### src/rtl/bcd_serial_alu.sv
// bcd_serial_alu
//   Digit-serial binary/BCD add/subtract unit for the 65C816 ADC/SBC path.
//   One 4-bit digit is processed per clock, least significant digit first.
//   Operands and mode bits are latched on START; DONE pulses for one cycle
//   when the result and flags are written.
//
// Ports
//   CLK    rising-edge clock
//   RST_N  asynchronous active-low reset
//   START  request, sampled only while idle
//   ADD    1 = add, 0 = subtract (A - B - ~CI)
//   BCD    1 = decimal mode, 0 = binary
//   W8     1 = operate on the low byte only (2 digits)
//   CI     carry in (subtract: 1 = no borrow)
//   A, B   operands, 4*DIGITS bits
//   S      result, held until the next completion
//   CO     carry out (subtract: 1 = no borrow)
//   VO     signed overflow
//   NO     result MSB (bit 7 in byte mode)
//   ZO     result zero (low byte in byte mode)
//   BUSY   operation in progress
//   DONE   one-cycle completion pulse
module bcd_serial_alu #(
  parameter int DIGITS = 4
) (
  input  logic                CLK,
  input  logic                RST_N,
  input  logic                START,
  input  logic                ADD,
  input  logic                BCD,
  input  logic                W8,
  input  logic                CI,
  input  logic [4*DIGITS-1:0] A,
  input  logic [4*DIGITS-1:0] B,
  output logic [4*DIGITS-1:0] S,
  output logic                CO,
  output logic                VO,
  output logic                NO,
  output logic                ZO,
  output logic                BUSY,
  output logic                DONE
);

  localparam int W  = 4 * DIGITS;
  localparam int CW = $clog2(DIGITS);
  localparam logic [W-1:0] LOW_BYTE = W'(8'hFF);

  typedef enum logic {IDLE, RUN} state_t;

  state_t          state, state_nxt;
  logic [W-1:0]    a_lat, b_lat, acc;
  logic            add_lat, bcd_lat, w8_lat, carry;
  logic [CW-1:0]   cnt;

  logic [3:0]      a_dig, b_dig, res_dig;
  logic            dig_co, dig_v, last;
  logic [W-1:0]    acc_nxt, res_full;

  // One digit of add/subtract with decimal correction.
  // Returns {overflow, carry_out, digit}; overflow uses the uncorrected sum.
  function automatic logic [5:0] digit_op(input logic [3:0] a, input logic [3:0] b,
                                          input logic c, input logic add, input logic bcd);
    logic [3:0] bp;
    logic [4:0] sum;
    logic       dc, co, v;
    logic [3:0] d;
    bp  = b ^ {4{~add}};
    sum = {1'b0, a} + {1'b0, bp} + {4'b0000, c};
    if (add) begin
      dc = sum[4] | (sum[3] & (sum[2] | sum[1]));
      d  = (bcd && dc) ? sum[3:0] + 4'd6 : sum[3:0];
      co = bcd ? dc : sum[4];
    end else begin
      // A missing binary carry is a borrow; the 10's-complement fix is +10.
      dc = ~sum[4];
      d  = (bcd && dc) ? sum[3:0] + 4'd10 : sum[3:0];
      co = sum[4];
    end
    v = ~(a[3] ^ bp[3]) & (a[3] ^ sum[3]);
    return {v, co, d};
  endfunction

  // Digit select and combinational digit result
  always_comb begin
    a_dig = a_lat[{cnt, 2'b00} +: 4];
    b_dig = b_lat[{cnt, 2'b00} +: 4];
    {dig_v, dig_co, res_dig} = digit_op(a_dig, b_dig, carry, add_lat, bcd_lat);
    acc_nxt = acc;
    acc_nxt[{cnt, 2'b00} +: 4] = res_dig;
    last = (cnt == (w8_lat ? CW'(1) : CW'(DIGITS - 1)));
    // Byte mode keeps the latched upper accumulator bits untouched.
    res_full = w8_lat ? ((a_lat & ~LOW_BYTE) | (acc_nxt & LOW_BYTE)) : acc_nxt;
  end

  always_comb begin
    state_nxt = state;
    case (state)
      IDLE:    if (START) state_nxt = RUN;
      RUN:     if (last)  state_nxt = IDLE;
      default: state_nxt = IDLE;
    endcase
  end

  always_ff @(posedge CLK or negedge RST_N) begin
    if (!RST_N) state <= IDLE;
    else        state <= state_nxt;
  end

  assign BUSY = (state == RUN);

  // Operand latch, digit accumulation and result write-back
  always_ff @(posedge CLK or negedge RST_N) begin
    if (!RST_N) begin
      a_lat   <= '0;
      b_lat   <= '0;
      acc     <= '0;
      add_lat <= 1'b0;
      bcd_lat <= 1'b0;
      w8_lat  <= 1'b0;
      carry   <= 1'b0;
      cnt     <= '0;
      S       <= '0;
      CO      <= 1'b0;
      VO      <= 1'b0;
      NO      <= 1'b0;
      ZO      <= 1'b0;
      DONE    <= 1'b0;
    end else begin
      DONE <= 1'b0;
      case (state)
        IDLE: begin
          if (START) begin
            a_lat   <= A;
            b_lat   <= B;
            add_lat <= ADD;
            bcd_lat <= BCD;
            w8_lat  <= W8;
            carry   <= CI;
            cnt     <= '0;
            acc     <= '0;
          end
        end
        RUN: begin
          acc   <= acc_nxt;
          carry <= dig_co;
          cnt   <= cnt + 1'b1;
          if (last) begin
            S    <= res_full;
            CO   <= dig_co;
            VO   <= dig_v;
            // The final digit's MSB is bit 7 in byte mode and bit W-1 otherwise.
            NO   <= res_dig[3];
            ZO   <= w8_lat ? ((acc_nxt & LOW_BYTE) == '0) : (acc_nxt == '0);
            DONE <= 1'b1;
          end
        end
        default: ;
      endcase
    end
  end

endmodule

### config.mk
export PLATFORM = sky130hd
export DESIGN_NAME = bcd_serial_alu
export DESIGN_NICKNAME = d
export VERILOG_FILES = /design/src/rtl/bcd_serial_alu.sv
export SDC_FILE = /design/constraint.sdc
export NUM_CORES = 1
export LEC_CHECK = 0
export BUFFER_PORTS_ARGS = -buffer_cell sky130_fd_sc_hd__buf_2
export CORE_MARGIN = 5
export CORE_UTILIZATION = 51
export CTS_CLUSTER_DIAMETER = 80
export DETAILED_ROUTE_END_ITERATION = 10
export PLACE_DENSITY = 0.76
export SLEW_MARGIN = 20
export SYNTH_ARGS = -nofsm -noshare
export SYNTH_HDL_FRONTEND = slang
export SYNTH_SLANG_ARGS = --single-unit
### constraint.sdc
create_clock -name CLK -period 3.6 [get_ports CLK]
set_input_delay 0.18 -clock CLK [delete_from_list [all_inputs] [get_ports CLK]]
set_output_delay 0.18 -clock CLK [all_outputs]
set_load 0.1 [all_outputs]
==> results by group, run 1 <==
Critical path
  • WS Path Type: reg -> reg
  • Crit path largest cell delay: 0.51 ns
  • Most used cell, CP: fa_2
  • Crit-path leading delay family: multiplexers
  • WP data arrival: around 3.7 ns
  • CP Buf/Inv Count: 1
  • CP cell instances: mux4_2 -> xor2_1 -> fa_2 -> fa_2 -> xnor2_2 -> buf_4 -> ha_1 -> nor2_1 -> nand2_1 -> mux2i_1 -> mux2_4 -> a22oi_2 -> o21ai_0
  • CP Launch Type: register
  • Slowest cell on crit path: mux4_2
  • Maximum fanout along the worst path: 6
  • Critical Path End Type: register
  • FF-to-FF setup slack: around 0.13 ns
  • Worst path required time: 3.83 ns

Floorplanning
  • Die ar.: 0.00954 mm2
  • # IOs: between 60 and 70
  • Starting Density: 51.5%
  • FP Rows: 32
  • Horiz. Die Dim: ~98 um
  • Die height: roughly 100 um
  • Core Area: ~0.0076 mm2

Synthesis
  • Ys async rst share: 100%
  • Ys flop type: dfrtp_1
  • Mapped Cells: between 300 and 400
  • Post-synthesis net count: 398
  • Synth Register Bits: 76
  • Post-Syn Area: between 0.003 and 0.004 mm2
  • Ys Warns: 0
  • Largest family of logic cells by synthesized area: multiplexers
  • Sequential area share after synthesis: 48.5%
  • Synth Area in Adders: between 4 and 5%
  • Synth Area in Compound Gates: between 10% and 20%
  • Xor/xnor share of the synthesized area: between 1.5 and 2%
  • Synth unique cells: between 40 and 50
  • Synth Area per Inst: between 10 and 15 um2
  • Proportion of synthesized area in mux cells: about 18%
  • Simple-gate area share of the yosys netlist: 12.3%
  • Post-synth EDFFs: 0

Routing
  • Antenna-violating nets left: 0
  • Vias per inst: about 5.7
  • DR pass1 iterations: 4
  • Via count: roughly 3000
  • Drt wl/cell: approximately 17 um
  • Initial DRC Count: between 150 and 200
  • DRC: 0
  • Final WL: 8560 um

Clock tree
  • CTS root buf: clkbuf_8
  • Clock sink count: 76
  • CTS tree: built
  • Skew-Pair Late Insertion Delay: 0.35 ns
  • CTS HTree Levels: 3
  • Clock-pin slew on the worst setup and hold paths: about 0.080 ns
  • Clock buffer depth: 2
  • Cts bufs inserted: 9

Timing
  • Slew at the pin with the worst max-slew slack: 0.942 ns
  • Period utilization: between 90% and 100%
  • Fmax: ~0.29 GHz
  • Setup violations, final: 0
  • Final Hold Slack: -0.0384 ns
  • Min cycle time layout: 3.47 ns
  • Hold Vio Cnt, Final: 56
  • Max_slew headroom: 37.2%
  • Clock Skew: 0.00603 ns
  • Count of pins over their slew limit: 0

Global route
  • Vias in the first global route: between 2000 and 3000
  • Gr ovfl total: 0
  • Antenna violations before repair: 0
  • GRT Resource Usage Total: 18.8%
  • Largest net degree at the start of global routing: 77
  • First-pass GRT wire length: ~14000 um

Outcome
  • Violated checks: hold timing
  • Run status: finished with violations

Final layout
  • # fillers: roughly 640
  • Reg area: between 0.0015 and 0.002 mm2
  • NumNets Final: 464
  • Area of the multi-input gates: 0.00194 mm2
  • Util after Layout: around three fifths
  • Antenna Cells: 0
  • Area Growth Syn to Fin: 18.3%
  • Layout cell share with drive strength beyond 1: about two fifths

Job
  • Max-Cap Viols: 0

Placement
  • DPL Wire Length: 6070 um
  • Final Wtd Congestion: 0.860
  • IO Port Bufs: 60

Hold path
  • Worst hold path type: in -> async
-- logic make-up (layout without fill, tap and decap cells) --
kind of cell             Yosys count  after routing
multiplexers                      55             55
XOR/XNOR                           7              7
AO/OA/AOI/OAI                     71             71
adder cells (fa/ha/maj)           13             13
buffers and inverters             32            103
flip-flops                        76             76
AND/OR/NAND/NOR                   92             92
-- Yosys cell counts, types with 7 or more instances --
| cell type | instances | area [um2] |
|---|---|---|
| nand2b_1 | 9 | 56.3 |
| nor3_1 | 9 | 45.0 |
| inv_1 | 14 | 52.6 |
| nor2_1 | 14 | 52.6 |
| buf_2 | 8 | 40.0 |
| a21oi_1 | 15 | 75.1 |
| mux4_2 | 8 | 180 |
| nand2_1 | 33 | 124 |
| o21ai_0 | 18 | 90.1 |
| mux2i_1 | 9 | 90.1 |
| ha_1 | 11 | 138 |
| mux2_2 | 38 | 428 |
| a31oi_1 | 13 | 81.3 |
| clkbuf_1 | 8 | 30.0 |
| dfrtp_1 | 76 | 1900 |
| nand3b_1 | 7 | 52.6 |
-- final cells by class --
cell class | count | area share, %
multi-input combinational | 238 | 41.9
sequential | 76 | 41.0
timing repair buffer | 72 | 8.47
clock buffer | 10 | 2.75
tap | 102 | 2.75
clock inverter | 6 | 1.89
inverter | 15 | 1.21
-- routing by layer --
layer	up-vias	GRT usage, %	wire (um)	part of all wire [%]
met4	0	6.60	105	1.2
met2	103	30.7	4140	48
met3	10	4.95	628	7.3
li1	1385	-	-	-
met1	1437	24.1	3690	43
met5	-	0	0	0
-- state kept, by name, indices dropped and copies added, names as in the netlist, 2 cells and up --
| name | flops |
|---|---|
| a_lat | 16 |
| b_lat | 16 |
| cnt | 2 |
| acc | 16 |
| S | 16 |
-- through the flow --
step	setup TNS, ns	instances	area (um2)	setup WS, ns
floorplan	-0.0425	346	3940	-0.0425
global placement	0	500	4360	0.156
detailed placement	0	500	4360	0.0578
CTS	0	516	4580	0.0255
global route	-0.317	519	4640	-0.0735
finish	0	519	4640	0.133
-- cell usage in the layout (no fill, tap or decap), types with 4 or more instances in the layout --
cell type,synthesis,final
dfrtp_1,76,75
buf_2,8,59
mux2_2,38,37
nand2_1,33,33
o21ai_0,18,18
a21oi_1,15,15
inv_1,14,13
nor2_1,14,13
a31oi_1,13,13
buf_4,0,13
nand2b_1,9,9
nor3_1,9,9
ha_1,11,9
clkbuf_8,0,9
mux4_2,8,8
mux2i_1,9,8
nand3b_1,7,7
nand3_1,5,5
o31ai_1,5,5
xnor2_1,5,4
o22ai_1,4,4
-- worst reg2reg max path, delay by kind of cell, from the launching register on --
family,cells,cell delay (ns)
DFF,1,0.39
and+or+nand+nor,2,0.17
adders and majority gates,3,0.95
buffers and inverters,1,0.15
AOI/OAI and AO/OA,2,0.28
muxes,3,1.07
xor gates and xnor gates,2,0.32
-- final timing paths --
| kind | depth (start not counted) | start | end |
|---|---|---|---|
| setup / recovery | 13 | cnt[0] | S[7] |
| setup reg to reg | 13 | cnt[0] | S[7] |
| min in group CLK | 2 | B[15] | b_lat[15] |
| max in group asynchronous | 1 | RST_N | cnt[0] |
| hold / removal | 1 | RST_N | S[7] |
| hold reg to reg | 2 | NO | NO |
-- timing repair --
item                                   CTS  global route
setup buffers                            0             3
gates resized for setup                  0             8
setup endpoints to repair                0            18
hold buffers                             0             0
endpoints found under the hold margin    0             0
Power of run 1 is not shown: default switching activity piles up to over one toggle a cycle in this logic, so the estimate is an artifact.
==> inputs of run 2 (changes only) <==
--- a/config.mk
+++ b/config.mk
@@ -6,11 +6,13 @@
 export NUM_CORES = 1
 export LEC_CHECK = 0
 export BUFFER_PORTS_ARGS = -buffer_cell sky130_fd_sc_hd__buf_2
+export CELL_PAD_IN_SITES_DETAIL_PLACEMENT = 0
+export CELL_PAD_IN_SITES_GLOBAL_PLACEMENT = 2
 export CORE_MARGIN = 5
-export CORE_UTILIZATION = 51
+export CORE_UTILIZATION = 34
 export CTS_CLUSTER_DIAMETER = 80
 export DETAILED_ROUTE_END_ITERATION = 10
-export PLACE_DENSITY = 0.76
+export PLACE_DENSITY_LB_ADDON = 0.1
 export SLEW_MARGIN = 20
 export SYNTH_ARGS = -nofsm -noshare
 export SYNTH_HDL_FRONTEND = slang
==> results by group, run 2 (same netlist as run 1, synthesis figures left out) <==
Outcome
  • Run status: completed

Timing
  • Setup violations, final: 0 (unchanged)
  • Min cycle time layout: 3.47 ns (+0.00301 ns)
  • Setup TNS: 0 ns (unchanged)
  • Hold Vio Cnt, Final: 0 (-100%)
  • Max_slew headroom: 53.5% (+16 points)
  • Setup WS post-layout: 0.130 ns (-0.00301 ns)
  • Period utilization: 96.4% (about the same)
  • Count of pins over their slew limit: 0 (unchanged)
  • Fmax: 0.288 GHz (about the same)
  • Clock Skew: 0.00629 ns (+0.000265 ns)
  • Slew at the pin with the worst max-slew slack: 0.698 ns (-0.244 ns)

Floorplanning
  • Core Area: 0.0114 mm2 (+49%)
  • Starting Density: 34.5% (-17 points)
  • Die height: 117 um (+20%)
  • FP Rows: 39 (+22%)
  • Horiz. Die Dim: 117 um (+20%)
  • # IOs: 61 (unchanged)
  • Die ar.: 0.0138 mm2 (+44%)

Routing
  • Via count: 2869 (-2.2%)
  • Vias per inst: 5.10 (-9.9%)
  • DR pass1 iterations: 4 (unchanged)
  • DRC: 0 (unchanged)
  • Initial DRC Count: 131 (-23%)
  • Antenna-violating nets left: 0 (unchanged)
  • Final WL: 9860 um (+15%)
  • Drt wl/cell: 17.5 um (+6.1%)

Clock tree
  • CTS HTree Levels: 3 (unchanged)
  • CTS tree: built
  • Skew-Pair Late Insertion Delay: 0.33 ns (-0.02 ns)
  • CTS root buf: clkbuf_16
  • Clock buffer depth: 2 (unchanged)
  • Cts bufs inserted: 9 (unchanged)
  • Clock-pin slew on the worst setup and hold paths: 0.06 ns (-0.02 ns)
  • Clock sink count: 76 (unchanged)

Placement
  • Worst Setup Slack post-DPL: 0.00633 ns (-0.0514 ns)
  • IO Port Bufs: 60 (unchanged)
  • Final Wtd Congestion: 0.770 (-10%)
  • DPL Wire Length: 7110 um (+17%)
  • Post-Place Cells: 542 (+8.4%)

Critical path
  • CP Buf/Inv Count: 1 (unchanged)
  • CP Launch Type: register
  • WP data arrival: 3.67 ns (-0.03 ns)
  • Maximum fanout along the worst path: 6 (unchanged)
  • WS Path Type: reg -> reg
  • Worst path required time: 3.80 ns (-0.03 ns)
  • CP cell instances: mux4_2 -> xor2_1 -> fa_2 -> fa_2 -> xnor2_2 -> inv_1 -> ha_1 -> nand3b_1 -> mux2i_1 -> mux2_4 -> a22oi_2 -> mux2i_1
  • Slowest cell on crit path: mux4_2
  • Crit-path leading delay family: multiplexers
  • Critical Path End Type: register
  • Crit path largest cell delay: 0.50 ns (about the same)

Final layout
  • Area Growth Syn to Fin: 22.8%
  • Layout cell share with drive strength beyond 1: 38.1% (about the same)
  • # fillers: 1126 (+75%)
  • Commonest non-fill, non-tap cell in the layout: dfrtp_1
  • Commonest non-fill, non-tap cells in the layout: dfrtp_1, buf_2, mux2_2
  • NumNets Final: 467 (+0.65%)
  • Antenna Cells: 0 (unchanged)
  • Final Non-Filler Cells: 563 (+8.5%)

Global route
  • Gr ovfl total: 0 (unchanged)
  • GRT Resource Usage Total: 14.8% (-4.0 points)
  • First-pass GRT wire length: 16300 um (+14%)
  • Vias in the first global route: 2933 (-0.034%)
  • Largest net degree at the start of global routing: 77 (unchanged)
  • Antenna violations before repair: 0 (unchanged)

Hold path
  • Worst hold path type: in -> reg

Job
  • Max-Cap Viols: 0 (unchanged)
-- run 2: cell type report --
type	instances	area, um2	area share, %
clock buffer	11	253	5.25
sequential	76	1900	39.6
clock inverter	5	58.8	1.22
tap	143	179	3.72
timing repair buffer	75	422	8.76
inverter	15	56.3	1.17
multi-input combinational	238	1940	40.3
-- run 2: path summary, 6_finish.rpt --
kind	slack [ns]	depth (start not counted)	end	start
min in group asynchronous	0.45	2	bcd_lat	RST_N
worst max-delay path	0.13	12	acc[11]	cnt[0]
worst min register to register	0.47	2	S[0]	S[0]
worst max register to register	0.13	12	acc[11]	cnt[0]
worst min-delay path	0.08	2	b_lat[14]	B[14]
max in group asynchronous	2.65	2	cnt[0]	RST_N
-- run 2: worst reg2reg max path, stage by stage (launching register included) --
cell and delay (ns):
dfrtp_2 0.38, mux4_2 0.50, xor2_1 0.17, fa_2 0.37, fa_2 0.38, xnor2_2 0.18
inv_1 0.10, ha_1 0.22, nand3b_1 0.15, mux2i_1 0.18, mux2_4 0.38, a22oi_2 0.22
mux2i_1 0.11
-- run 2: routing by layer --
layer,share of wire (%),vias up,GRT usage (%),routed length [um]
li1,-,1385,-,-
met1,50,1418,21.2,4960
met2,44,58,22.5,4380
met3,4.2,8,3.51,418
met4,1.0,0,3.48,103
met5,0,-,0,0
-- run 2: what timing repair did --
item,in CTS,in global routing
hold buffers,0,1
setup buffers,0,4
pin swaps,0,1
endpoints found under the hold margin,0,76
resized for setup,1,5
endpoints found under the setup margin,2,15
-- run 2: per-stage QoR --
stage	hold WS (ns)	util, %	area [um2]
floorplan	-0.116	-	3940
global placement	0.412	38.9	4420
detailed placement	0.415	38.9	4420
CTS	0.0553	41.7	4740
global route	0.0669	42.3	4810
finish	0.0753	42.3	4810
Power of run 2 is left out for the same reason.
==> inputs of run 3 (changes only) <==
--- a/config.mk
+++ b/config.mk
@@ -7,9 +7,9 @@
 export LEC_CHECK = 0
 export BUFFER_PORTS_ARGS = -buffer_cell sky130_fd_sc_hd__buf_2
 export CELL_PAD_IN_SITES_DETAIL_PLACEMENT = 0
-export CELL_PAD_IN_SITES_GLOBAL_PLACEMENT = 2
+export CELL_PAD_IN_SITES_GLOBAL_PLACEMENT = 1
 export CORE_MARGIN = 5
-export CORE_UTILIZATION = 34
+export CORE_UTILIZATION = 41
 export CTS_CLUSTER_DIAMETER = 80
 export DETAILED_ROUTE_END_ITERATION = 10
 export PLACE_DENSITY_LB_ADDON = 0.1
==> results by group, run 3 (same netlist as run 1, synthesis figures left out) <==
Critical path
  • FF-to-FF setup slack: 0.17 ns (+0.04 ns)
  • Maximum fanout along the worst path: 6 (unchanged)
  • Worst path required time: 3.83 ns (+0.03 ns)
  • WS Path Type: reg -> reg
  • Critical Path End Type: register
  • WP data arrival: 3.66 ns (about the same)
  • CP Launch Type: register

Outcome
  • Run status: completed

Routing
  • DR pass1 iterations: 4 (unchanged)
  • Drt wl/cell: 17.7 um (+1.1%)
  • Initial DRC Count: 91 (-31%)
  • Antenna-violating nets left: 0 (unchanged)
  • Via count: 2904 (+1.2%)
  • Vias per inst: 5.32 (+4.4%)
  • DRC: 0 (unchanged)
  • Final WL: 9670 um (-1.9%)

Placement
  • IO Port Bufs: 60 (unchanged)
  • Post-Place Cells: 528 (-2.6%)
  • DPL Wire Length: 6930 um (-2.5%)
  • Final Wtd Congestion: 0.836 (+8.6%)

Global route
  • Vias in the first global route: 3004 (+2.4%)
  • Largest net degree at the start of global routing: 77 (unchanged)
  • GRT Resource Usage Total: 17.7% (+2.9 points)
  • First-pass GRT wire length: 15900 um (-2.5%)
  • Gr ovfl total: 0 (unchanged)
  • Antenna violations before repair: 0 (unchanged)

Clock tree
  • Clock sink count: 76 (unchanged)
  • CTS tree: built
  • Skew-Pair Late Insertion Delay: 0.36 ns (+0.03 ns)
  • CTS root buf: clkbuf_8
  • Cts bufs inserted: 9 (unchanged)
  • Clock-pin slew on the worst setup and hold paths: 0.09 ns (+0.03 ns)
  • CTS HTree Levels: 3 (unchanged)
  • Clock buffer depth: 2 (unchanged)

Job
  • Max-Cap Viols: 0 (unchanged)

Timing
  • Count of pins over their slew limit: 0 (unchanged)
  • Min cycle time layout: 3.43 ns (-0.0420 ns)
  • Clock Skew: 0.0135 ns (+0.00716 ns)
  • Slew at the pin with the worst max-slew slack: 0.702 ns (+0.00404 ns)
  • Setup TNS: 0 ns (unchanged)
  • Setup violations, final: 0 (unchanged)
  • Period utilization: 95.2% (-1.2 points)
  • Max_slew headroom: 53.2% (-0.27 points)
  • Fmax: 0.292 GHz (+1.2%)
  • RSZ-0062 raised after global routing: no
  • Hold Vio Cnt, Final: 0 (unchanged)

Floorplanning
  • Die height: 108 um (-8.2%)
  • Die ar.: 0.0116 mm2 (-16%)
  • Horiz. Die Dim: 108 um (-8.2%)
  • Core Area: 0.00928 mm2 (-18%)
  • FP Rows: 35 (-10%)
  • Starting Density: 42.2% (+7.7 points)
  • # IOs: 61 (unchanged)

Final layout
  • Commonest non-fill, non-tap cells in the layout: dfrtp_1, buf_2, mux2_2
  • NumNets Final: 464 (-0.64%)
  • Final Non-Filler Cells: 546 (-3.0%)
  • Layout cell share with drive strength beyond 1: 37.4% (-0.69 points)
  • Area Growth Syn to Fin: 19.3%
  • Commonest non-fill, non-tap cell in the layout: dfrtp_1
  • Antenna Cells: 0 (unchanged)

Hold path
  • Worst hold path type: in -> reg
## run 3: changes by cell type in the layout (fill, tap and decap cells not counted), sizes merged
cell and delta:
buf -3, clkinv +2, bufinv +1, clkbuf -2, clkinvlp -1
## run 3: worst paths after layout
path	from	endpoint	cells after the start
min in group asynchronous	RST_N	bcd_lat	2
min	A[4]	a_lat[4]	2
max reg2reg	cnt[0]	acc[11]	12
min reg2reg	S[0]	S[0]	2
max in group asynchronous	RST_N	cnt[0]	2
max	cnt[0]	acc[11]	12
## run 3: layout make-up
class,instances,area [um2]
multi-input cells,238,1930
fillers,899,4610
repair buffers,72,399
clock buffers,9,124
flip-flops and latches,76,1900
clock inverters,7,98.8
inverters,15,56.3
well taps,129,161
## run 3: metrics by stage
| step | utilization [%] | hold WS [ns] | area (um2) | worst slack (ns) |
|---|---|---|---|---|
| CTS | 49.8 | 0.0158 | 4620 | 0.0198 |
| global route | 50.4 | 0.0294 | 4670 | 0.0160 |
| detailed placement | 47.4 | 0.407 | 4400 | 0.0527 |
| global placement | 47.4 | 0.403 | 4400 | 0.128 |
| floorplan | - | -0.116 | 3940 | -0.0425 |
| finish | 50.4 | 0.0502 | 4670 | 0.172 |
## run 3: critical path, stage by stage, from the launching register on
cell,delay (ns)
dfrtp_2,0.38
mux4_2,0.50
xor2_1,0.17
fa_2,0.37
fa_2,0.39
xnor2_2,0.18
inv_1,0.11
ha_1,0.22
nand3b_1,0.15
mux2i_1,0.19
mux2_4,0.37
a22oi_2,0.18
mux2i_1,0.09
## run 3: timing repair
action / in CTS / in global routing
setup endpoints to repair: 0 / 15
setup buffers: 0 / 1
hold buffers: 0 / 1
resized for setup: 0 / 5
hold endpoints to repair: 0 / 76
## run 3: layer usage
| metal | vias to the layer above | track usage (%) | share of wire (%) |
|---|---|---|---|
| met3 | 6 | 4.20 | 4.7 |
| met1 | 1458 | 25.4 | 48 |
| met5 | - | 0 | 0 |
| li1 | 1376 | - | - |
| met4 | 0 | 3.25 | 0.66 |
| met2 | 64 | 27.4 | 46 |
Power of run 3 is left out for the same reason.
